[config.mk]
export PLATFORM = sky130hd
export DESIGN_NAME = decode_stage
export DESIGN_NICKNAME = d
export VERILOG_FILES = /design/src/rtl/decode_stage.sv
export SDC_FILE = /design/constraint.sdc
export NUM_CORES = 1
export LEC_CHECK = 0
export BUFFER_PORTS_ARGS = -buffer_cell sky130_fd_sc_hd__buf_2
export CAP_MARGIN = 20
export CORE_ASPECT_RATIO = 0.8
export CORE_MARGIN = 10
export CORE_UTILIZATION = 25
export DETAILED_ROUTE_END_ITERATION = 10
export GPL_TIMING_DRIVEN = 0
export PLACE_DENSITY = 0.45
export SLEW_MARGIN = 0
export SYNTH_ARGS = -nofsm -noshare
export SYNTH_HDL_FRONTEND = slang
export SYNTH_SLANG_ARGS = --single-unit
[constraint.sdc]
create_clock -name clk -period 3.62 [get_ports clk]
set_input_delay 0.543 -clock clk [delete_from_list [all_inputs] [get_ports clk]]
set_output_delay 0.543 -clock clk [all_outputs]
set_load 0.1 [all_outputs]
[src/rtl/decode_stage.sv]
// Registered RV32I/RV64I decode stage with a 2-entry skid buffer between fetch and execute.
// Decoding is done on the incoming word at acceptance, so the buffer stores decoded fields.
module decode_stage #(
    parameter int unsigned XLEN = 32,
    parameter int unsigned ILEN = 32
) (
    input  logic            clk,
    input  logic            reset_n,
    input  logic            flush,
    input  logic            in_valid,
    output logic            in_ready,
    input  logic [ILEN-1:0] in_instr,
    input  logic [XLEN-1:0] in_pc,
    output logic            out_valid,
    input  logic            out_ready,
    output logic [XLEN-1:0] out_pc,
    output logic [6:0]      out_opcode,
    output logic [4:0]      out_rd,
    output logic [4:0]      out_rs1,
    output logic [4:0]      out_rs2,
    output logic [2:0]      out_funct3,
    output logic [6:0]      out_funct7,
    output logic [XLEN-1:0] out_imm,
    output logic [2:0]      out_imm_fmt,
    output logic            out_illegal
);

    localparam logic [2:0] FmtNone = 3'd0;
    localparam logic [2:0] FmtI    = 3'd1;
    localparam logic [2:0] FmtS    = 3'd2;
    localparam logic [2:0] FmtB    = 3'd3;
    localparam logic [2:0] FmtU    = 3'd4;
    localparam logic [2:0] FmtJ    = 3'd5;

    typedef struct packed {
        logic [XLEN-1:0] pc;
        logic [6:0]      opcode;
        logic [4:0]      rd;
        logic [4:0]      rs1;
        logic [4:0]      rs2;
        logic [2:0]      funct3;
        logic [6:0]      funct7;
        logic [XLEN-1:0] imm;
        logic [2:0]      imm_fmt;
        logic            illegal;
    } entry_t;

    // Occupancy of the skid buffer
    typedef enum logic [1:0] {StEmpty, StOne, StTwo} state_e;

    state_e r_state, r_state_d;
    entry_t r_ent0, r_ent0_d;  // head, drives out_*
    entry_t r_ent1, r_ent1_d;  // second entry, only meaningful in StTwo
    logic   r_in_ready, r_in_ready_d;

    entry_t     w_dec;
    logic [2:0] w_fmt;
    logic       w_illegal;
    logic [31:0] w_imm32;
    logic       w_in_xfer;
    logic       w_out_xfer;

    // Opcode classification: immediate format and legality
    always_comb begin
        w_fmt     = FmtNone;
        w_illegal = 1'b0;
        // Opcode includes bits [1:0], so any non-11 low bits fall into default
        case (in_instr[6:0])
            7'b0000011, 7'b0010011, 7'b1100111,
            7'b0001111, 7'b1110011:              w_fmt = FmtI;
            7'b0011011: begin
                if (XLEN == 64) w_fmt = FmtI;
                else            w_illegal = 1'b1;
            end
            7'b0100011:                          w_fmt = FmtS;
            7'b1100011:                          w_fmt = FmtB;
            7'b0110111, 7'b0010111:              w_fmt = FmtU;
            7'b1101111:                          w_fmt = FmtJ;
            7'b0110011:                          w_fmt = FmtNone;
            7'b0111011: begin
                if (XLEN != 64) w_illegal = 1'b1;
            end
            default:                             w_illegal = 1'b1;
        endcase
    end

    // Immediate assembly, first to 32 bits then sign-extended to XLEN
    always_comb begin
        w_imm32 = 32'd0;
        case (w_fmt)
            FmtI: w_imm32 = {{20{in_instr[31]}}, in_instr[31:20]};
            FmtS: w_imm32 = {{20{in_instr[31]}}, in_instr[31:25], in_instr[11:7]};
            FmtB: w_imm32 = {{20{in_instr[31]}}, in_instr[7], in_instr[30:25],
                             in_instr[11:8], 1'b0};
            FmtU: w_imm32 = {in_instr[31:12], 12'd0};
            FmtJ: w_imm32 = {{12{in_instr[31]}}, in_instr[19:12], in_instr[20],
                             in_instr[30:21], 1'b0};
            default: w_imm32 = 32'd0;
        endcase
    end

    // Pack the decoded entry for capture
    always_comb begin
        w_dec         = '0;
        w_dec.pc      = in_pc;
        w_dec.opcode  = in_instr[6:0];
        w_dec.rd      = in_instr[11:7];
        w_dec.funct3  = in_instr[14:12];
        w_dec.rs1     = in_instr[19:15];
        w_dec.rs2     = in_instr[24:20];
        w_dec.funct7  = in_instr[31:25];
        w_dec.imm     = XLEN'($signed(w_imm32));
        w_dec.imm_fmt = w_fmt;
        w_dec.illegal = w_illegal;
    end

    assign w_in_xfer  = in_valid && r_in_ready;
    assign w_out_xfer = out_valid && out_ready;

    // Skid FSM next state, entry movement and registered ready
    always_comb begin
        r_state_d = r_state;
        r_ent0_d  = r_ent0;
        r_ent1_d  = r_ent1;
        case (r_state)
            StEmpty: begin
                if (w_in_xfer) begin
                    r_ent0_d  = w_dec;
                    r_state_d = StOne;
                end
            end
            StOne: begin
                if (w_in_xfer && w_out_xfer) begin
                    r_ent0_d = w_dec;
                end else if (w_in_xfer) begin
                    r_ent1_d  = w_dec;
                    r_state_d = StTwo;
                end else if (w_out_xfer) begin
                    r_state_d = StEmpty;
                end
            end
            StTwo: begin
                if (w_out_xfer) begin
                    r_ent0_d  = r_ent1;
                    r_state_d = StOne;
                end
            end
            default: r_state_d = StEmpty;
        endcase
        // Flush drops any same-cycle input; an output transfer already happened downstream
        if (flush) r_state_d = StEmpty;
        r_in_ready_d = (r_state_d != StTwo);
    end

    // State and storage registers
    always_ff @(posedge clk or negedge reset_n) begin
        if (!reset_n) begin
            r_state    <= StEmpty;
            r_ent0     <= '0;
            r_ent1     <= '0;
            r_in_ready <= 1'b1;
        end else begin
            r_state    <= r_state_d;
            r_ent0     <= r_ent0_d;
            r_ent1     <= r_ent1_d;
            r_in_ready <= r_in_ready_d;
        end
    end

    assign in_ready    = r_in_ready;
    assign out_valid   = (r_state != StEmpty);
    assign out_pc      = r_ent0.pc;
    assign out_opcode  = r_ent0.opcode;
    assign out_rd      = r_ent0.rd;
    assign out_rs1     = r_ent0.rs1;
    assign out_rs2     = r_ent0.rs2;
    assign out_funct3  = r_ent0.funct3;
    assign out_funct7  = r_ent0.funct7;
    assign out_imm     = r_ent0.imm;
    assign out_imm_fmt = r_ent0.imm_fmt;
    assign out_illegal = r_ent0.illegal;

endmodule

==> results of run 1 <==
cells by family (layout without fill, tap and decap cells):
kind of cell	Yosys count	count (layout)	synth area share
simple gates	535	535	0.2514
compound gates	184	184	0.1311
other cells	0	2	0
xor+xnor	2	2	0.001977
flops	203	203	0.5733
mux	2	2	0.002682
buf+inv	73	288	0.03953
where the power goes:
group | internal [µW] | total [µW] | leakage [µW] | switching, µW
sequential | 2690 | 2920 | 0.00248 | 226
combinational | 412 | 2310 | 0.00240 | 1900
clock | 1880 | 2880 | 0.000471 | 1010
flip-flops by register name, indices dropped and copies added, names as in the netlist:
register / count
out_imm_fmt: 3
out_illegal: 1
r_ent1: 100
out_funct7: 7
out_rs2: 5
out_opcode: 7
out_pc: 32
in_ready: 1
out_rd: 5
out_imm: 32
out_rs1: 5
r_state: 2
out_funct3: 3
area by class of cell:
class                           count  area share
Antenna cell                        2   0.0004430
Buffer                             69     0.02968
Clock buffer                       32     0.06302
Clock inverter                     13     0.02149
Inverter                            4    0.001329
Multi-Input combinational cell    723      0.3038
Sequential cell                   203      0.4498
Tap cell                          472     0.05228
Timing Repair Buffer              170     0.07819
routing by layer:
layer  global-route usage  up-vias
met4              0.02778        4
met1               0.2010     3725
met3              0.04264       41
li1                     -     3765
met2               0.2264      189
met5                    0        -
metrics by stage:
step,hold WS (ns),area (µm²),TNS (ns),utilization,total power [µW]
4_1_cts,0.06342,11290,0,0.3237,8229
5_1_grt,0.08283,11290,0,0.3238,8505
6_report,0.03970,11300,0,0.3239,8112
2_1_floorplan,0.2474,8864,0,-,4719
3_3_place_gp,0.4521,10300,-365.16,0.2953,5268
3_5_place_dp,0.4578,10340,0,0.2964,5294
placed cells by master, fill, tap and decap left out, drive strengths merged, types with 8 or more instances in the layout:
master and instances:
buf 214, clkbuf 57, dfrtp 202, nand3 14
o211ai 11, and3 8, nor2 97, nand2 372
a21oi 42, or3 21, o21ai 30, a31oi 77
how the worst min path moves through the flow:
stage / end / startpoint
after floorplan: out_funct3[0] / reset_n
after global placement: r_ent1[35] / r_ent1[35]
after detailed placement: r_ent1[35] / r_ent1[35]
after CTS: r_ent1[97] / reset_n
after global routing: r_ent1[97] / reset_n
final: r_ent1[97] / reset_n
critical path: cells and delay by family, from the launching register on:
kind,cells,cell delay (ns)
AND/OR/NAND/NOR,3,0.77
buffers and inverters,1,0.60
AO/OA/AOI/OAI,1,0.19
flip-flops,1,0.54
==> qor.csv, run 1 <==
stage,metric,value,unit
finish,Final Non-Filler Cells,1688,
timing,Post-Route Skew,0.01332,ns
setup_path,Worst R2R Start,in_ready,
yosys,leading area contributor after synthesis,dfrtp_1,
route,met2 wire length,14150,µm
yosys,largest cells by area after synthesis,"dfrtp_1, nand2_1, a31oi_1",
yosys,most common cell in the netlist,nand2_1,
floorplan,core box area,0.03488,mm²
setup_path,worst reg2reg endpoint,r_ent1[6],
floorplan,die height,188.4,µm
clock_tree,clock latency on the worst-skew pair,0.53,ns
clock_tree,H-tree level count,1,
clock_tree,post-CTS setup buffers,0,
yosys,synth warn,0,
placed_design,port bufs,169,
timing,"Period Utilization, post-route",0.6244,
setup_path,sequence of cells on the critical path,nand2_1 > or2_2 > nor2_4 > clkbuf_1 > a31oi_1,
setup_path,Crit-path slowest cell,clkbuf_1,
finish,fillers,3719,
timing,fin crit period,2.260,ns
route,met1 WL,15600,µm
global_routing,GRT Residual Overflow,0,
yosys,synth cell count leaders,"nand2_1, dfrtp_1, nor2_1",
placed_design,RePlAce Congestion,0.8041,
yosys,Post-Syn Instances,999,
yosys,Synth top area share,0.5703,
timing,Setup WS post-layout,1.360,ns
route,post-route antenna net violation count,0,
pwr,VDD IR-drop max,241.5,µV
setup_path,CP max FO,10,
yosys,#FFs+latches synth,203,
route,DR iter-0 viols,461,
global_routing,antenna violations before repair,3,
placed_design,post-place setup slack,1.224,ns
timing,Finish-stage setup viols,0,
global_routing,number of global-route vias before repair,8121,
setup_path,Worst Setup Path Type,reg -> reg,
yosys,number of synthesized flops with an enable pin,0,
job,max-cap violations,0,
timing,worst-margin pin slew,0.8516,ns
route,DRC,0,
finish,Layout Nets,1265,
floorplan,io pins,171,
clock_tree,Bufs on Longest Clock Path,3,
yosys,"Cell Area, Synth",0.008864,mm²
yosys,Cell variety after synth,54,
clock_tree,Sink Count,203,
setup_path,Critical Path End,r_ent1[6],
yosys,Async SR Flop Fraction,1.000,
global_routing,largest net degree at the start of global routing,110,
finish,Multi-input gate area,0.003432,mm²
setup_path,crit path DAT,2.63,ns
route,routed wire length,32440,µm
status,status,"complete, no violations",
global_routing,first-pass GRT wire length,50130,µm
floorplan,Die Span X,230.5,µm
route,wire per inst,19.22,µm
clock_tree,Worst-path clk slew,0.06,ns
route,DR top layer,met5,
timing,Slew headroom,0.4323,
yosys,Synth Net Count,1068,
route,routed wl met3,2160,µm
timing,Fin. Hold Viols,0,
setup_path,critical path's largest stage delay,0.60,ns
setup_path,FF-to-FF path depth,5,
yosys,"Seq/Total Area, Yosys",0.5733,
clock_tree,TritonCTS Buffers,25,
yosys,Post-synth top flop,dfrtp_1,
global_routing,GRT Resource Usage Total,0.1468,
timing,RSZ-0062 raised after global routing,no,
route,vias per std cell,4.576,
timing,Fmax,442.4,MHz
placed_design,Inst Count DP,1641,
clock_tree,CTS Hold Buffers Added,0,
floorplan,# rows,61,
min_path,Hold/Removal Path Class,in -> async,
setup_path,Worst setup SP type,register,
route,vias after detailed routing,7724,
clock_tree,Post-CTS Resized,0,
setup_path,worst endpoint required time,3.99,ns
floorplan,die area,0.04343,mm²
setup_path,Crit. End Element,register,
finish,share of cells above drive strength 1,0.2265,
finish,area grow syn2layout,27.46,%
clock_tree,CTS tree,yes,
placed_design,dpl hpwl,22970,µm
pwr,PwrDens,718.0,mW/mm²
pwr,LEAKAGE,0.005351,µW
setup_path,crit path from,in_ready,
timing,Slew Limit Fails,0,
yosys,Mapped Avg Cell Area,8.872,µm²
route,Pre-Repair DR Iteration Count,5,
setup_path,reg2reg setup slack,1.36,ns
clock_tree,root buf cell,clkbuf_16,
floorplan,Initial Utilization,0.2541,
finish,register area,0.005081,mm²
(Power assumes the default switching activity.)
==> inputs of run 2 (changes only) <==
--- a/config.mk
+++ b/config.mk
@@ -5,6 +5,7 @@
 export SDC_FILE = /design/constraint.sdc
 export NUM_CORES = 1
 export LEC_CHECK = 0
+export ABC_AREA = 1
 export BUFFER_PORTS_ARGS = -buffer_cell sky130_fd_sc_hd__buf_2
 export CAP_MARGIN = 20
 export CORE_ASPECT_RATIO = 0.8
==> constraint.sdc (replaced) <==
create_clock -name clk -period 2.3 [get_ports clk]
set_input_delay 0.345 -clock clk [delete_from_list [all_inputs] [get_ports clk]]
set_output_delay 0.345 -clock clk [all_outputs]
set_load 0.1 [all_outputs]
==> run 2 against run 1 <==
Compared with the run above:
- critical path depth grew 2
- worst setup slack worse by 0.97 ns
- area after synthesis up 5.8%
- largest power group is now combinational cells
- largest cell class unchanged
- utilization is 0.50 points lower
- wire length grew 5.6%
- maximum frequency grew 19%
- hold slack gained 0.011 ns
- clock-buffer cell count is the same
- via count up 12%
- clock power is 48% higher
- cell count is 12% higher
==> qor.csv, run 2 <==
stage,metric,value,unit,change
status,status,"complete, no violations",,unchanged
timing,Setup WS post-layout,0.3930,ns,was 1.360 ns
pwr,Tot Pwr,15130,µW,was 8112 µW
yosys,largest cells by area after synthesis,"dfrtp_1, nand2_1, o21ai_0",,"was dfrtp_1, nand2_1, a31oi_1"
setup_path,critical path's largest stage delay,0.45,ns,was 0.60 ns
floorplan,Die Span X,236.5,µm,was 230.5 µm
route,DR iter-0 viols,742,,was 461
pwr,LEAKAGE,0.006169,µW,was 0.005351 µW
yosys,Synth top area share,0.5392,,was 0.5703
setup_path,Worst R2R Start,r_state[0],,was in_ready
setup_path,Crit-path slowest cell,dfrtp_1,,was clkbuf_1
yosys,number of synthesized flops with an enable pin,0,,unchanged
finish,Largest register FFs,100,,unchanged
clock_tree,Worst-path clk slew,0.06,ns,about the same
route,routed wire length,34250,µm,was 32440 µm
timing,Slew Limit Fails,0,,unchanged
setup_path,crit path DAT,2.28,ns,was 2.63 ns
setup_path,CP max FO,10,,unchanged
setup_path,reg2reg setup slack,0.39,ns,was 1.36 ns
clock_tree,CTS Hold Buffers Added,2,,was 0
setup_path,crit path from,r_state[0],,was in_ready
yosys,most common cell in the netlist,nand2_1,,unchanged
yosys,synth cell count leaders,"nand2_1, dfrtp_1, o21ai_0",,"was nand2_1, dfrtp_1, nor2_1"
global_routing,GRT Resource Usage Total,0.1470,,was 0.1468
timing,Fin. Hold Viols,0,,unchanged
route,vias per std cell,4.573,,was 4.576
setup_path,worst reg2reg endpoint,r_ent1[34],,was r_ent1[6]
yosys,Async SR Flop Fraction,1.000,,unchanged
clock_tree,root buf cell,clkbuf_16,,unchanged
route,post-route antenna net violation count,0,,unchanged
setup_path,FF-to-FF path depth,7,,was 5
route,vias after detailed routing,8643,,was 7724
clock_tree,clock latency on the worst-skew pair,0.52,ns,was 0.53 ns
global_routing,largest net degree at the start of global routing,88,,was 110
pwr,VDD IR-drop max,751.3,µV,was 241.5 µV
floorplan,core box area,0.03705,mm²,was 0.03488 mm²
floorplan,Initial Utilization,0.2530,,was 0.2541
timing,Slew headroom,0.5549,,was 0.4323
floorplan,die height,193.2,µm,was 188.4 µm
min_path,Hold Crit Start,in_pc[11],,
min_path,Hold/Removal Path Class,in -> reg,,was in -> async
finish,fillers,4041,,was 3719
clock_tree,Bufs on Longest Clock Path,3,,unchanged
finish,share of cells above drive strength 1,0.2060,,was 0.2265
clock_tree,H-tree level count,1,,unchanged
clock_tree,Sink Count,203,,unchanged
global_routing,antenna violations before repair,9,,was 3
timing,setup_tns,0,ns,unchanged
yosys,"Cell Area, Synth",0.009374,mm²,was 0.008864 mm²
route,DRC,0,,unchanged
clock_tree,post-CTS setup buffers,0,,unchanged
finish,Final Util,0.3188,,was 0.3239
placed_design,RePlAce Congestion,0.8301,,was 0.8041
finish,Layout Nets,1449,,was 1265
yosys,Cell variety after synth,26,,was 54
finish,Largest Register,r_ent1,,unchanged
yosys,leading area contributor after synthesis,dfrtp_1,,unchanged
floorplan,die area,0.04569,mm²,was 0.04343 mm²
placed_design,post-place setup slack,0.3360,ns,was 1.224 ns
job,max-cap violations,0,,unchanged
finish,area grow syn2layout,26.01,%,was 27.46%
setup_path,"Top cell by count, worst path",inv_2,,
finish,"commonest non-fill, non-tap cells in the layout","nand2_1, buf_2, dfrtp_1",,unchanged
yosys,#FFs+latches synth,203,,unchanged
placed_design,port bufs,170,,was 169
global_routing,first-pass GRT wire length,53050,µm,was 50130 µm
yosys,synth warn,0,,unchanged
global_routing,number of global-route vias before repair,8488,,was 8121
setup_path,Worst setup SP type,register,,unchanged
setup_path,sequence of cells on the critical path,nor2_2 > inv_2 > nand2_1 > nand4_2 > inv_2 > clkbuf_1 > o21ai_0,,was nand2_1 > or2_2 > nor2_4 > clkbuf_1 > a31oi_1
setup_path,Crit. End Element,register,,unchanged
pwr,PwrDens,1280,mW/mm²,was 718.0 mW/mm²
finish,"commonest non-fill, non-tap cell in the layout",nand2_1,,unchanged
timing,Min Hold Slack,0.05113,ns,was 0.03970 ns
floorplan,# rows,63,,was 61
route,Pre-Repair DR Iteration Count,7,,was 5
clock_tree,CTS tree,yes,,unchanged
route,wire per inst,18.12,µm,was 19.22 µm
timing,Finish-stage setup viols,0,,unchanged
timing,fin crit period,1.907,ns,was 2.260 ns
clock_tree,TritonCTS Buffers,25,,unchanged
yosys,Synth Net Count,1248,,was 1068
floorplan,io pins,171,,unchanged
yosys,Mapped Avg Cell Area,7.951,µm²,was 8.872 µm²
placed_design,dpl hpwl,25750,µm,was 22970 µm
timing,RSZ-0062 raised after global routing,no,,unchanged
clock_tree,Post-CTS Resized,0,,unchanged
yosys,Post-synth top flop,dfrtp_1,,unchanged
timing,Post-Route Skew,0.007179,ns,was 0.01332 ns
yosys,Post-Syn Instances,1179,,was 999
timing,Fmax,524.4,MHz,was 442.4 MHz
setup_path,worst endpoint required time,2.67,ns,was 3.99 ns
timing,worst-margin pin slew,0.6677,ns,was 0.8516 ns
timing,"Period Utilization, post-route",0.8291,,was 0.6244
min_path,hold depth,3,,
global_routing,GRT Residual Overflow,0,,unchanged
min_path,WHS Endpoint,r_ent1[79],,
yosys,"Seq/Total Area, Yosys",0.5420,,was 0.5733
setup_path,Worst Setup Path Type,reg -> reg,,unchanged
run 2: cell types whose count changed in the layout (fill, tap and decap cells not counted), moves of 10 or more:
cell      before  now
a21oi_1       42   22
a31oi_1       77   12
buf_4          1   15
inv_1          3   93
nand2_1      368  391
nand3_1       14   50
nand4_1        1   19
nor2_1        96   72
o211ai_1      11    0
o21ai_0       11  193
o21ai_1       19   29
or3_1         21    0
run 2: where the power goes:
part	switching, µW	internal, µW	leakage, µW
clock network	1610	2650	0.000429
logic	4700	1000	0.00317
registers	487	4670	0.00257
run 2: critical path, delay by kind of cell (launching register included):
| family | cells | cell delay [ns] |
|---|---|---|
| flip-flops | 1 | 0.45 |
| AND/OR/NAND/NOR | 3 | 0.41 |
| AO/OA/AOI/OAI | 1 | 0.16 |
| buffers and inverters | 3 | 0.71 |
run 2: stage by stage:
stage / cells / area (µm²)
global placement: 1836 / 10830
CTS: 1885 / 11800
floorplan: 1179 / 9374
global route: 1885 / 11800
finish: 1890 / 11810
detailed placement: 1838 / 10900
run 2: how the worst max path moves through the flow:
stage,to,slack (ns),cells past startpoint
4_1_cts,r_ent1[34],0.31,7
3_3_place_gp,out_imm[10],-3.02,1
2_1_floorplan,r_ent1[68],0.51,6
5_1_grt,r_ent1[33],0.20,7
3_5_place_dp,r_ent1[34],0.34,7
6_report,r_ent1[34],0.39,7
run 2: kinds of logic (layout without fill, tap and decap cells):
group | Yosys count | after routing | share of synthesized area
and+or+nand+nor | 544 | 544 | 0.2352
AOI/OAI and AO/OA | 257 | 257 | 0.1391
DFF | 203 | 203 | 0.5420
buffers and inverters | 174 | 393 | 0.08275
xor gates and xnor gates | 1 | 1 | 0.0009345
other | 0 | 5 | 0
run 2: cell type report:
cell class / instances / area (µm²) / area share
Antenna cell: 5 / 12.51 / 0.001059
Buffer: 75 / 404.1 / 0.03421
Clock buffer: 32 / 681.9 / 0.05773
Clock inverter: 13 / 198.9 / 0.01684
Inverter: 99 / 371.6 / 0.03146
Multi-Input combinational cell: 802 / 3517 / 0.2977
Sequential cell: 203 / 5081 / 0.4301
Tap cell: 487 / 609.3 / 0.05158
Timing Repair Buffer: 174 / 935.9 / 0.07923
run 2: routing by layer:
layer | GRT usage | wire length [µm] | share of wire | vias to the layer above
li1 | - | - | - | 4194
met1 | 0.2117 | 16610 | 0.49 | 4176
met2 | 0.2174 | 14540 | 0.42 | 224
met3 | 0.04050 | 2506 | 0.073 | 43
met4 | 0.02543 | 555 | 0.016 | 6
met5 | 0 | 39 | 0.0011 | -
==> inputs of run 3 (changes only) <==
--- a/config.mk
+++ b/config.mk
@@ -13,7 +13,7 @@
 export CORE_UTILIZATION = 25
 export DETAILED_ROUTE_END_ITERATION = 10
 export GPL_TIMING_DRIVEN = 0
-export PLACE_DENSITY = 0.45
+export PLACE_DENSITY = 0.47
 export SLEW_MARGIN = 0
 export SYNTH_ARGS = -nofsm -noshare
 export SYNTH_HDL_FRONTEND = slang
==> constraint.sdc (replaced) <==
create_clock -name clk -period 1.7 [get_ports clk]
set_input_delay 0.255 -clock clk [delete_from_list [all_inputs] [get_ports clk]]
set_output_delay 0.255 -clock clk [all_outputs]
set_load 0.1 [all_outputs]
==> run 3 against run 2 <==
Compared with the run above:
- sequential power rose by 36%
- largest cell class unchanged
- cell count increased by 1.6%
- first-iteration DRC count decreased by 3.0%
- largest power group unchanged
==> qor.csv, run 3 (synthesis gave the netlist of run 2 again) <==
stage,metric,value,unit,change
setup_path,CP max FO,2,,was 10
global_routing,number of global-route vias before repair,8646,,was 8488
pwr,Tot Pwr,20290,µW,was 15130 µW
timing,"Period Utilization, post-route",0.9710,,
route,routed wire length,34290,µm,was 34250 µm
placed_design,port bufs,170,,unchanged
timing,RSZ-0062 raised after global routing,yes,,was no
clock_tree,root buf cell,clkbuf_16,,unchanged
finish,Layout Nets,1483,,was 1449
setup_path,critical path's largest stage delay,0.46,ns,was 0.45 ns
timing,worst-margin pin slew,0.8418,ns,was 0.6677 ns
global_routing,most used routing layer,met2,,unchanged
global_routing,met1 usage,0.2064,,was 0.2117
global_routing,GRT Resource Usage Total,0.1474,,was 0.1470
placed_design,dpl hpwl,25530,µm,was 25750 µm
setup_path,Crit-path slowest cell,buf_2,,was dfrtp_1
global_routing,GR Util met3,0.04815,,was 0.04050
global_routing,antenna violations before repair,9,,unchanged
setup_path,crit path DAT,1.40,ns,was 2.28 ns
pwr,LEAKAGE,0.006400,µW,was 0.006169 µW
floorplan,die height,193.2,µm,unchanged
timing,fin crit period,1.651,ns,
clock_tree,Worst-path clk slew,0.06,ns,about the same
setup_path,Worst Setup Path Type,reg -> out,,was reg -> reg
finish,Largest register FFs,100,,unchanged
setup_path,Worst setup SP type,register,,unchanged
setup_path,sequence of cells on the critical path,buf_2,,was nor2_2 > inv_2 > nand2_1 > nand4_2 > inv_2 > clkbuf_1 > o21ai_0
route,wire per inst,17.85,µm,was 18.12 µm
setup_path,cell family with most CP delay,buffers and inverters,,unchanged
finish,"commonest non-fill, non-tap cells in the layout","nand2_1, dfrtp_1, buf_2",,"was nand2_1, buf_2, dfrtp_1"
clock_tree,H-tree level count,1,,unchanged
status,status,"complete, no violations",,unchanged
finish,fillers,4021,,was 4041
global_routing,met2 usage,0.2198,,was 0.2174
job,max-cap violations,0,,unchanged
global_routing,first-pass GRT wire length,52880,µm,was 53050 µm
timing,Finish-stage setup viols,0,,unchanged
timing,Post-Route Skew,0.01618,ns,was 0.007179 ns
route,post-route antenna net violation count,0,,unchanged
timing,Fmax,605.8,MHz,
clock_tree,Sink Count,203,,unchanged
setup_path,Buf/Inv on CP,1,,was 3
clock_tree,Bufs on Longest Clock Path,3,,unchanged
min_path,Hold/Removal Path Class,in -> reg,,unchanged
timing,Fin. Hold Viols,0,,unchanged
route,DRC,0,,unchanged
timing,Slew headroom,0.4388,,was 0.5549
timing,setup_tns,0,ns,unchanged
setup_path,Crit. End Element,primary output,,was register
pwr,VDD IR-drop max,1140,µV,was 751.3 µV
global_routing,GRT Residual Overflow,0,,unchanged
floorplan,io pins,171,,unchanged
pwr,PwrDens,1647,mW/mm²,was 1280 mW/mm²
floorplan,core box area,0.03705,mm²,unchanged
finish,area grow syn2layout,31.43,%,was 26.01%
finish,Largest Register,r_ent1,,unchanged
floorplan,die area,0.04569,mm²,unchanged
clock_tree,CTS tree,yes,,unchanged
route,vias per std cell,4.546,,was 4.573
route,vias after detailed routing,8732,,was 8643
floorplan,Die Span X,236.5,µm,unchanged
route,DR iter-0 viols,720,,was 742
floorplan,Initial Utilization,0.2530,,unchanged
route,Pre-Repair DR Iteration Count,5,,was 7
floorplan,# rows,63,,unchanged
placed_design,RePlAce Congestion,0.8758,,was 0.8301
setup_path,worst endpoint required time,1.44,ns,was 2.67 ns
clock_tree,clock latency on the worst-skew pair,0.54,ns,was 0.52 ns
global_routing,largest net degree at the start of global routing,105,,was 88
clock_tree,TritonCTS Buffers,25,,unchanged
finish,"commonest non-fill, non-tap cell in the layout",nand2_1,,unchanged
timing,Slew Limit Fails,0,,unchanged
finish,share of cells above drive strength 1,0.2222,,was 0.2060
-- run 3: layer usage --
metal	part of all wire	wire [µm]	up-vias
met4	0.014	496	12
met1	0.48	16580	4214
met3	0.077	2633	45
met5	0.0020	67	-
met2	0.42	14510	200
li1	-	-	4261
-- run 3: stage by stage --
| stage | cells | util | hold slack [ns] | instance area [µm²] | setup WS (ns) |
|---|---|---|---|---|---|
| 2_1_floorplan | 1179 | - | -0.04059 | 9382 | 0.004134 |
| 3_3_place_gp | 1836 | 0.2926 | 0.4447 | 10840 | -3.468 |
| 3_5_place_dp | 1837 | 0.2937 | 0.3705 | 10880 | -0.3185 |
| 4_1_cts | 1916 | 0.3266 | 0.001263 | 12100 | -0.03711 |
| 5_1_grt | 1918 | 0.3324 | 0.004017 | 12310 | -0.01799 |
| 6_report | 1921 | 0.3326 | 0.009178 | 12320 | 0.04924 |
-- run 3: where the power goes --
group / internal [µW] / leakage (µW) / switching [µW] / total (µW)
clock: 3200 / 0.000407 / 2140 / 5340
sequential: 6320 / 0.00257 / 674 / 7000
combinational: 1540 / 0.00343 / 6420 / 7960
-- run 3: what timing repair did --
item	4_1_cts	5_1_grt
endpoints found under the hold margin	132	0
cloned	0	2
gates resized for setup	26	86
pin swaps	2	3
hold buffers	32	0
buffers inserted	3	2
endpoints found under the setup margin	143	198
-- run 3: path summary, 6_finish.rpt --
check	from	endpoint	slack, ns	cells past startpoint
max	out_imm_fmt[2]	out_imm_fmt[2]	0.05	1
min	in_pc[28]	r_ent1[96]	0.009	3
max reg2reg	in_ready	r_ent1[14]	0.08	7
min reg2reg	out_imm[18]	out_imm[18]	0.47	2
max in group asynchronous	reset_n	out_funct7[3]	0.36	3
min in group asynchronous	reset_n	out_pc[20]	0.35	2
-- run 3: tightest hold or removal path, cell delays in order --
cell and delay (ns):
buf_2 0.09, inv_1 0.06, o21ai_0 0.08
-- run 3: final cells by class --
type	count	area (µm²)	share of cell area
timing repair buffer	210	1294	0.1050
antenna	3	7.507	0.0006093
tap	487	609.3	0.04946
inverter	99	381.6	0.03097
sequential	203	5087	0.4129
multi-input combinational	802	3556	0.2886
buffer	73	571.8	0.04641
clock inverter	11	107.6	0.008734
clock buffer	33	705.7	0.05728
